File: config.mk
export PLATFORM = sky130hd
export DESIGN_NAME = dump_window_ctrl
export DESIGN_NICKNAME = d
export VERILOG_FILES = /design/src/rtl/dump_window_ctrl.sv
export SDC_FILE = /design/constraint.sdc
export NUM_CORES = 1
export LEC_CHECK = 0
export CELL_PAD_IN_SITES_DETAIL_PLACEMENT = 0
export CELL_PAD_IN_SITES_GLOBAL_PLACEMENT = 1
export CORE_AREA = 2 2 145 147
export CTS_CLUSTER_SIZE = 40
export DETAILED_ROUTE_END_ITERATION = 16
export DIE_AREA = 0 0 147 149
export GPL_TIMING_DRIVEN = 0
export PLACE_DENSITY_LB_ADDON = 0.1
export SLEW_MARGIN = 20
export SYNTH_ARGS = -nofsm -noshare
export SYNTH_HDL_FRONTEND = slang
export SYNTH_SLANG_ARGS = --single-unit
File: constraint.sdc
create_clock -name clk -period 2.3 [get_ports clk]
set_input_delay 0.46 -clock clk [delete_from_list [all_inputs] [get_ports clk]]
set_output_delay 0.46 -clock clk [all_outputs]
set_load 0.05 [all_outputs]
File: src/rtl/dump_window_ctrl.sv
// Capture-window controller: decides when waveform/probe capture is active and
// drives per-channel probe enables plus one-cycle start/stop strobes.
module dump_window_ctrl #(
    parameter int CW      = 32,
    parameter int CH      = 4,
    parameter int HOLDOFF = 1024,
    parameter int HW      = 11
) (
    input  logic          clk,
    input  logic          rst_n,
    input  logic          vs,
    input  logic          led,
    input  logic          arm,
    input  logic          abort,
    input  logic [1:0]    cfg_mode,
    input  logic [CW-1:0] cfg_start,
    input  logic [CW-1:0] cfg_len,
    input  logic [CH-1:0] cfg_mask,
    output logic [CW-1:0] frame_cnt,
    output logic          dump_on,
    output logic [CH-1:0] dump_en,
    output logic          dump_start,
    output logic          dump_stop,
    output logic [CW-1:0] frames_left,
    output logic [1:0]    state
);

    localparam logic [1:0] S_IDLE   = 2'd0;
    localparam logic [1:0] S_ARMED  = 2'd1;
    localparam logic [1:0] S_ACTIVE = 2'd2;
    localparam logic [1:0] S_DONE   = 2'd3;

    localparam logic [1:0] M_IMM   = 2'd0;
    localparam logic [1:0] M_FRAME = 2'd1;
    localparam logic [1:0] M_LED   = 2'd2;
    localparam logic [1:0] M_OFF   = 2'd3;

    localparam logic [HW-1:0] HOLDOFF_CNT = HW'(HOLDOFF);

    logic          vs_l;
    logic          led_l;
    logic [HW-1:0] holdoff_cnt;
    logic [1:0]    mode_l;
    logic [CW-1:0] start_l;
    logic [CW-1:0] len_l;
    logic [CH-1:0] mask_l;

    logic          vs_fall;
    logic          led_fall;
    logic          trig;
    logic [1:0]    state_nx;
    logic          dump_on_nx;
    logic          start_nx;
    logic          stop_nx;
    logic [CW-1:0] frames_left_nx;

    assign vs_fall  = vs_l & ~vs;
    // Download-end edges are only trusted once the post-reset holdoff expires.
    assign led_fall = led_l & ~led & (holdoff_cnt == HOLDOFF_CNT);

    always_comb begin
        // NOTE: every combinational output gets a default first so no path can infer a latch.
        trig           = 1'b0;
        state_nx       = state;
        dump_on_nx     = dump_on;
        start_nx       = 1'b0;
        stop_nx        = 1'b0;
        frames_left_nx = frames_left;

        if (state == S_ARMED) begin
            case (mode_l)
                M_IMM:   trig = 1'b1;
                M_FRAME: trig = vs_fall && (frame_cnt == start_l);
                M_LED:   trig = led_fall;
                default: trig = 1'b0;
            endcase
        end

        if (arm) begin
            // Re-arming while a window is open closes it with a stop strobe first.
            stop_nx        = (state == S_ACTIVE);
            dump_on_nx     = 1'b0;
            frames_left_nx = '0;
            state_nx       = (cfg_mode == M_OFF) ? S_IDLE : S_ARMED;
        end else if (abort && state == S_ACTIVE) begin
            state_nx       = S_DONE;
            dump_on_nx     = 1'b0;
            stop_nx        = 1'b1;
            frames_left_nx = '0;
        end else if (abort && state == S_ARMED) begin
            state_nx = S_IDLE;
        end else begin
            case (state)
                S_ARMED: begin
                    if (trig) begin
                        state_nx       = S_ACTIVE;
                        dump_on_nx     = 1'b1;
                        start_nx       = 1'b1;
                        frames_left_nx = len_l;
                    end
                end
                S_ACTIVE: begin
                    // An unbounded window (len 0) never counts down.
                    if (vs_fall && len_l != '0) begin
                        if (frames_left == CW'(1)) begin
                            state_nx       = S_DONE;
                            dump_on_nx     = 1'b0;
                            stop_nx        = 1'b1;
                            frames_left_nx = '0;
                        end else begin
                            frames_left_nx = frames_left - CW'(1);
                        end
                    end
                end
                default: begin
                    frames_left_nx = '0;
                end
            endcase
        end
    end

    always_ff @(posedge clk or negedge rst_n) begin
        if (!rst_n) begin
            vs_l        <= 1'b0;
            led_l       <= 1'b0;
            holdoff_cnt <= '0;
            frame_cnt   <= '0;
        end else begin
            // NOTE: sequential state uses non-blocking assignments so all registers update from pre-edge values.
            vs_l  <= vs;
            led_l <= led;
            if (holdoff_cnt != HOLDOFF_CNT) begin
                holdoff_cnt <= holdoff_cnt + HW'(1);
            end
            if (vs_fall) begin
                frame_cnt <= frame_cnt + CW'(1);
            end
        end
    end

    always_ff @(posedge clk or negedge rst_n) begin
        if (!rst_n) begin
            // NOTE: the latched configuration is reset too, so a stale mask can never leak onto dump_en.
            mode_l  <= M_IMM;
            start_l <= '0;
            len_l   <= '0;
            mask_l  <= '0;
        end else if (arm) begin
            mode_l  <= cfg_mode;
            start_l <= cfg_start;
            len_l   <= cfg_len;
            mask_l  <= cfg_mask;
        end
    end

    always_ff @(posedge clk or negedge rst_n) begin
        if (!rst_n) begin
            state       <= S_IDLE;
            dump_on     <= 1'b0;
            dump_en     <= '0;
            dump_start  <= 1'b0;
            dump_stop   <= 1'b0;
            frames_left <= '0;
        end else begin
            state       <= state_nx;
            dump_on     <= dump_on_nx;
            dump_en     <= dump_on_nx ? mask_l : '0;
            dump_start  <= start_nx;
            dump_stop   <= stop_nx;
            frames_left <= frames_left_nx;
        end
    end

endmodule

After elaboration in Yosys (flattened, before gate mapping)
Index checks and enable logic that the tools add are counted.
{ "classes": {"n_mux": 36, "n_reduce_logical": 9, "n_addsub": 3, "eq_ne": 15, "n_bitwise": 5} }
{ "ops": {"columns": ["op", "count"], "rows": [
  ["32-bit two-way mux", 6],
  ["32-bit one-hot mux with 2 select lines", 1],
  ["32-bit by 1-bit adder with 32-bit output (second input constant)", 1],
  ["32-bit by 1-bit == test with 1-bit output (second input constant)", 1],
  ["32-bit == test", 1],
  ["32-bit nonzero test", 1],
  ["32-bit by 1-bit subtractor with 32-bit output (second input constant)", 1],
  ["1-bit two-way mux", 19],
  ["2-bit two-way mux", 6],
  ["11-bit by 1-bit adder with 11-bit output (second input constant)", 1],
  ["11-bit == test (second input constant)", 1],
  ["11-bit != test (second input constant)", 1],
  ["5-bit by 2-bit != test with 1-bit output (second input constant)", 2],
  ["2-bit == test (second input constant)", 3],
  ["5-bit by 4-bit != test with 1-bit output (second input constant)", 1],
  ["5-bit nonzero test", 1],
  ["2-bit by 1-bit == test with 1-bit output (second input constant)", 2],
  ["1-bit logical AND", 4],
  ["4-bit two-way mux", 1],
  ["4-bit by 2-bit != test with 1-bit output (second input constant)", 1],
  ["4-bit != test (second input constant)", 1],
  ["2-bit one-hot mux with 2 select lines", 1],
  ["4-bit AND reduction", 1],
  ["1-bit bitwise AND", 3],
  ["other kinds (6)", 7]
]} }
{ "word_totals": {"register_bits": 156, "output_inout_bits": 73} }

Logic depth before layout (Yosys ltp)
Gate-level depths: netlist (run 1).
{ "logic_depth": {"ltp_word": 11, "ltp_mapped": 11} }

Worst setup path before layout (run 1)
Ideal clock, no wire load.
{ "synth_path": {"kind": "flip-flop to flip-flop", "from": "register frames_left[21]", "to": "register frames_left[24]", "setup_slack_ps": -479, "setup_ps": 132, "arrival_time_ps": 2647, "n_path_buf": 2, "stages_incl_launch_ff": 9, "synth_period_minus_slack_ps": 2779, "t_required_ps": 2168, "path_cell_list": "dfrtp_1 > or3_1 > or4_4 > or4_4 > and2_4 > buf_6 > buf_6 > a32oi_1 > o21ai_1"} }
{ "synth_between": {"elab_chain_len": 7} }
{ "synth_rtl": {"columns": ["item", "line_no", "rtl"], "rows": [
  ["start, declared", "24", "output logic [CW-1:0] frames_left,"],
  ["start signal, assigned", "170", "frames_left <= frames_left_nx;"],
  ["32-bit by 1-bit subtractor with 32-bit output or 32-bit by 1-bit == test with 1-bit output (tied branches)", "111, 105", null],
  ["32-bit two-way mux *", "105", "if (frames_left == CW'(1)) begin"],
  ["32-bit two-way mux *", "104", "if (vs_fall && len_l != '0) begin"],
  ["32-bit one-hot mux with 2 select lines *", "93", "case (state)"],
  ["32-bit two-way mux *", "90", "end else if (abort && state == S_ARMED) begin"],
  ["32-bit two-way mux *", "85", "end else if (abort && state == S_ACTIVE) begin"],
  ["32-bit two-way mux *", "79", "if (arm) begin"]
]} }
Every way passes the cells marked *; elsewhere a longest branch is shown, timed or not. The select of a mux whose other input is x is not followed.
A chain may end at the register's enable or synchronous reset.

Final worst setup path (run 1)
{ "layout_path": {"from": "register frames_left[19]", "to": "register frames_left[24]"} }
Same word-level chain as after synthesis.

==> impl_metrics.csv, run 1 <==
group,metric,value,unit
timing,holdWs,-0.01870,ns
status,violations,"negative hold slack, negative setup slack",
timing,setup_viol,39,
clock_network,clock_latency,0.44,ns
placed_design,io_buffers,146,
yosys,synth-seq-cells,156,
die,core_area,20560,sq um
power,switchingPower,5.303,mW
placed_design,place_hpwl,15310,um
die,fp.dieW,147,um
power,clkPwrFrac,0.222,
clock_network,cts_num_sinks,156,
power,netSwitchingFraction,0.4265,
timing,rsz0062_at_grt,"true",
yosys,synthFlopType,"dfrtp_1",
cells_and_area,nNetsFinal,956,
yosys,synth.area.top_cells,"dfrtp_1, mux2_2, xnor2_1",
timing,fmax,382.5,MHz
die,initial_core_util,0.3618,
placed_design,place_area,9303,sq um
die,die-area,21900,sq um
yosys,yosysSeqAreaShare,0.5248,
timing,finalMaxSlewViolations,0,
yosys,synth_top_area_share,0.5248,
timing,hold_viol_final,19,
run,max_cap_violations,0,
setup_path,worstSetupPathType,"reg -> reg",
placed_design,placedCellCount,1100,
detailed_routing,vias,5985,
power,p_leak,4.349,nW
setup_path,crit_slowest_cell,"or4_4",
cells_and_area,finish.utilization,0.5177,
timing,post-route-period-util,1.137,
clock_network,path_clk_slew,0.06,ns
die,pin_count,149,
grt,antenna_found_initial,1,
detailed_routing,routedWlPerCell,18.70,um
detailed_routing,drtIter0Drc,330,
detailed_routing,routed_wl,21730,um
timing,finalClockSkew,0.01303,ns
grt,grt_usage,0.2035,
die,placementRows,53,
setup_path,cp-end-kind,"flip-flop",
grt,grt_pass1_vias,6254,
setup_path,cpPeakStageDelay,0.47,ns
yosys,yosys_warnings,0,
clock_network,cts_tree,"yes",
clock_network,cts_buffer_depth,2,
grt,grt_pass1_wl,34290,um
detailed_routing,ant_nets,0,
hold_path,hold_path.class,"in -> async",
yosys,netlist.top_cell.by_area,"dfrtp_1",
die,dieHeight,149,um
timing,slew_headroom,0.3548,
power,peakVddDrop,574.2,uV
power,power_frac_seq,0.291,
detailed_routing,via_per_inst,5.151,
setup_path,cp_top_family,"simple AND/OR/NAND/NOR gates",
setup_path,critPathBufInv,2,
detailed_routing,drc,0,
setup_path,cp_max_fo,6,
cells_and_area,instances_no_fill,1162,
yosys,syn_inst,678,
clock_network,numCtsBuffers,17,
setup_path,cpMostUsedCell,"or4_4",
power,p_int,7.130,mW
setup_path,path_cells,"or3_4 -> or4_4 -> or4_4 -> and2_4 -> buf_8 -> clkbuf_16 -> a32oi_2 -> o21ai_1",
yosys,synthArstFlopShare,1.000,
clock_network,clockRootBuffer,"clkbuf_16",
grt,grt_overflow,0,
detailed_routing,dr.pass1.iters,5,
setup_path,crit_arrival,2.93,ns
yosys,avgSynthCellArea,10.97,sq um
setup_path,cp-start-kind,"flip-flop",
timing,finalCriticalPeriod,2.615,ns
clock_network,htreeDepth,4,
timing,final.setup.worst_slack,-0.3147,ns
yosys,yosys.cell_types.count,46,
yosys,syn_area,7438,sq um
cells_and_area,final_cell_area,10640,sq um
power,power.density,1168,nW/um^2
yosys,synth_edf_count,0,
placed_design,dpl_worst_slack,-0.7794,ns
placed_design,place_congestion,0.8440,
yosys,yosysMostFrequentCell,"dfrtp_1",
setup_path,crit_required,2.62,ns
yosys,synthesis.nets,762,
status,status,"complete, but fails checks",
cells_and_area,drive_gt1_frac,0.2407,
power,combPwrFrac,0.486,
yosys,ys_top_cells_by_count,"dfrtp_1, mux2_2, xnor2_1, nand2_1, nor2_1",
cells_and_area,syn_to_final_growth,43.06,%
timing,tightest_slew,0.9590,ns
grt,grt_max_degree,89,
path summary, 6_finish.rpt:
path,endpoint,cells after the start,start,slack [ns]
min in group clk,holdoff_cnt[10]$_DFFE_PN0P_,1,holdoff_cnt[10]$_DFFE_PN0P_,0.48
max in group asynchronous,frame_cnt[8]$_DFFE_PN0P_,2,rst_n,1.46
min reg2reg,holdoff_cnt[10]$_DFFE_PN0P_,1,holdoff_cnt[10]$_DFFE_PN0P_,0.48
max reg2reg,frames_left[24]$_DFFE_PN0P_,8,frames_left[19]$_DFFE_PN0P_,-0.31
min,dump_en[3]$_DFF_PN0_,1,rst_n,-0.02
max,frames_left[24]$_DFFE_PN0P_,8,frames_left[19]$_DFFE_PN0P_,-0.31
power groups by stage:
stage	logic, mW	registers [mW]	clock network [mW]
2_1_floorplan	2.57	4.28	0
3_3_place_gp	4.82	3.63	0
3_5_place_dp	4.87	3.64	0
4_1_cts	5.49	3.61	2.83
5_1_grt	6.45	3.68	2.95
6_report	6.05	3.62	2.76
routing by layer:
metal / track usage / wire (um)
met1: 0.2555 / 9275
met3: 0.05413 / 1338
met2: 0.3455 / 10770
met4: 0.06346 / 350
met5: 0 / 0
stage by stage:
stage / power, mW / setup TNS, ns
after global routing: 13.08 / -11.61
after detailed placement: 8.510 / -31.45
final: 12.43 / -9.287
after floorplan: 6.845 / -8.666
after global placement: 8.443 / -921.90
after CTS: 11.94 / -9.020
registers in the layout, indices dropped and copies added (netlist names):
name,count
frame_cnt,32
frames_left,32
len_l,32
start_l,32
holdoff_cnt,11
dump_en,4
mask_l,4
mode_l,2
state,2
dump_on,1
dump_start,1
dump_stop,1
led_l,1
vs_l,1
final cells by class:
class	count	area (sq um)
Tap cell	275	344.1
Multi-Input combinational cell	478	3685
Clock inverter	9	113.9
Buffer	25	205.2
Inverter	15	56.30
Timing Repair Buffer	179	1859
Fill cell	1864	9916
Sequential cell	156	3915
Antenna cell	2	5.005
Clock buffer	23	457.9
cell usage in the layout (no fill, tap or decap), types with 4 or more instances in the layout:
cell type        Yosys  layout
dfrtp_1            156     147
a22oi_2              0       9
o31ai_1              7       7
xnor2_1             67      65
buf_4                0      23
clkdlybuf4s50_1      0     136
nor4_2               0       5
nor4_4               0       4
nor2_1              41      35
o21ai_0             21       6
buf_8                0       5
nand2_1             48      45
nor3_1              11      10
xor2_1              12      12
nand2b_1             4       4
nand3_1             20      19
dfrtp_2              0       9
nand4_1             17      17
a22oi_1             15       6
and3_1              12      12
dlymetal6s2s_1       0       6
inv_1               15      15
a21oi_1             25      16
clkbuf_1            23      19
a32oi_1             11       7
ha_1                 8       6
clkbuf_16            0      21
a32oi_2              0       4
nor2b_1              9       7
a21oi_2              0       9
o21ai_1             29      43
mux2_2              70      70
nor4_1              19      10
kinds of logic (layout without fill, tap and decap cells):
kind of cell	after synthesis	after routing	synth area share
simple gates	201	201	0.1378
flops	156	156	0.5248
fa+ha+maj	8	8	0.01346
mux	71	71	0.1073
compound gates	119	119	0.09723
buf+inv	44	251	0.02641
other cells	0	2	0
xor+xnor	79	79	0.09302
timing repair:
item,in CTS,in global routing
pin swaps,15,23
gates cloned,4,2
endpoints found under the setup margin,49,54
gates resized for setup,74,47
hold buffers,0,0
setup buffers,12,15
Power figures use the tool's default switching activity.
==> run 2: changes to the inputs <==
--- a/config.mk
+++ b/config.mk
@@ -5,6 +5,7 @@
 export SDC_FILE = /design/constraint.sdc
 export NUM_CORES = 1
 export LEC_CHECK = 0
+export CAP_MARGIN = 30
 export CELL_PAD_IN_SITES_DETAIL_PLACEMENT = 0
 export CELL_PAD_IN_SITES_GLOBAL_PLACEMENT = 1
 export CORE_AREA = 2 2 145 147
==> results of run 2 <==
Final layout, timing and power as in run 1 (identical DEF).
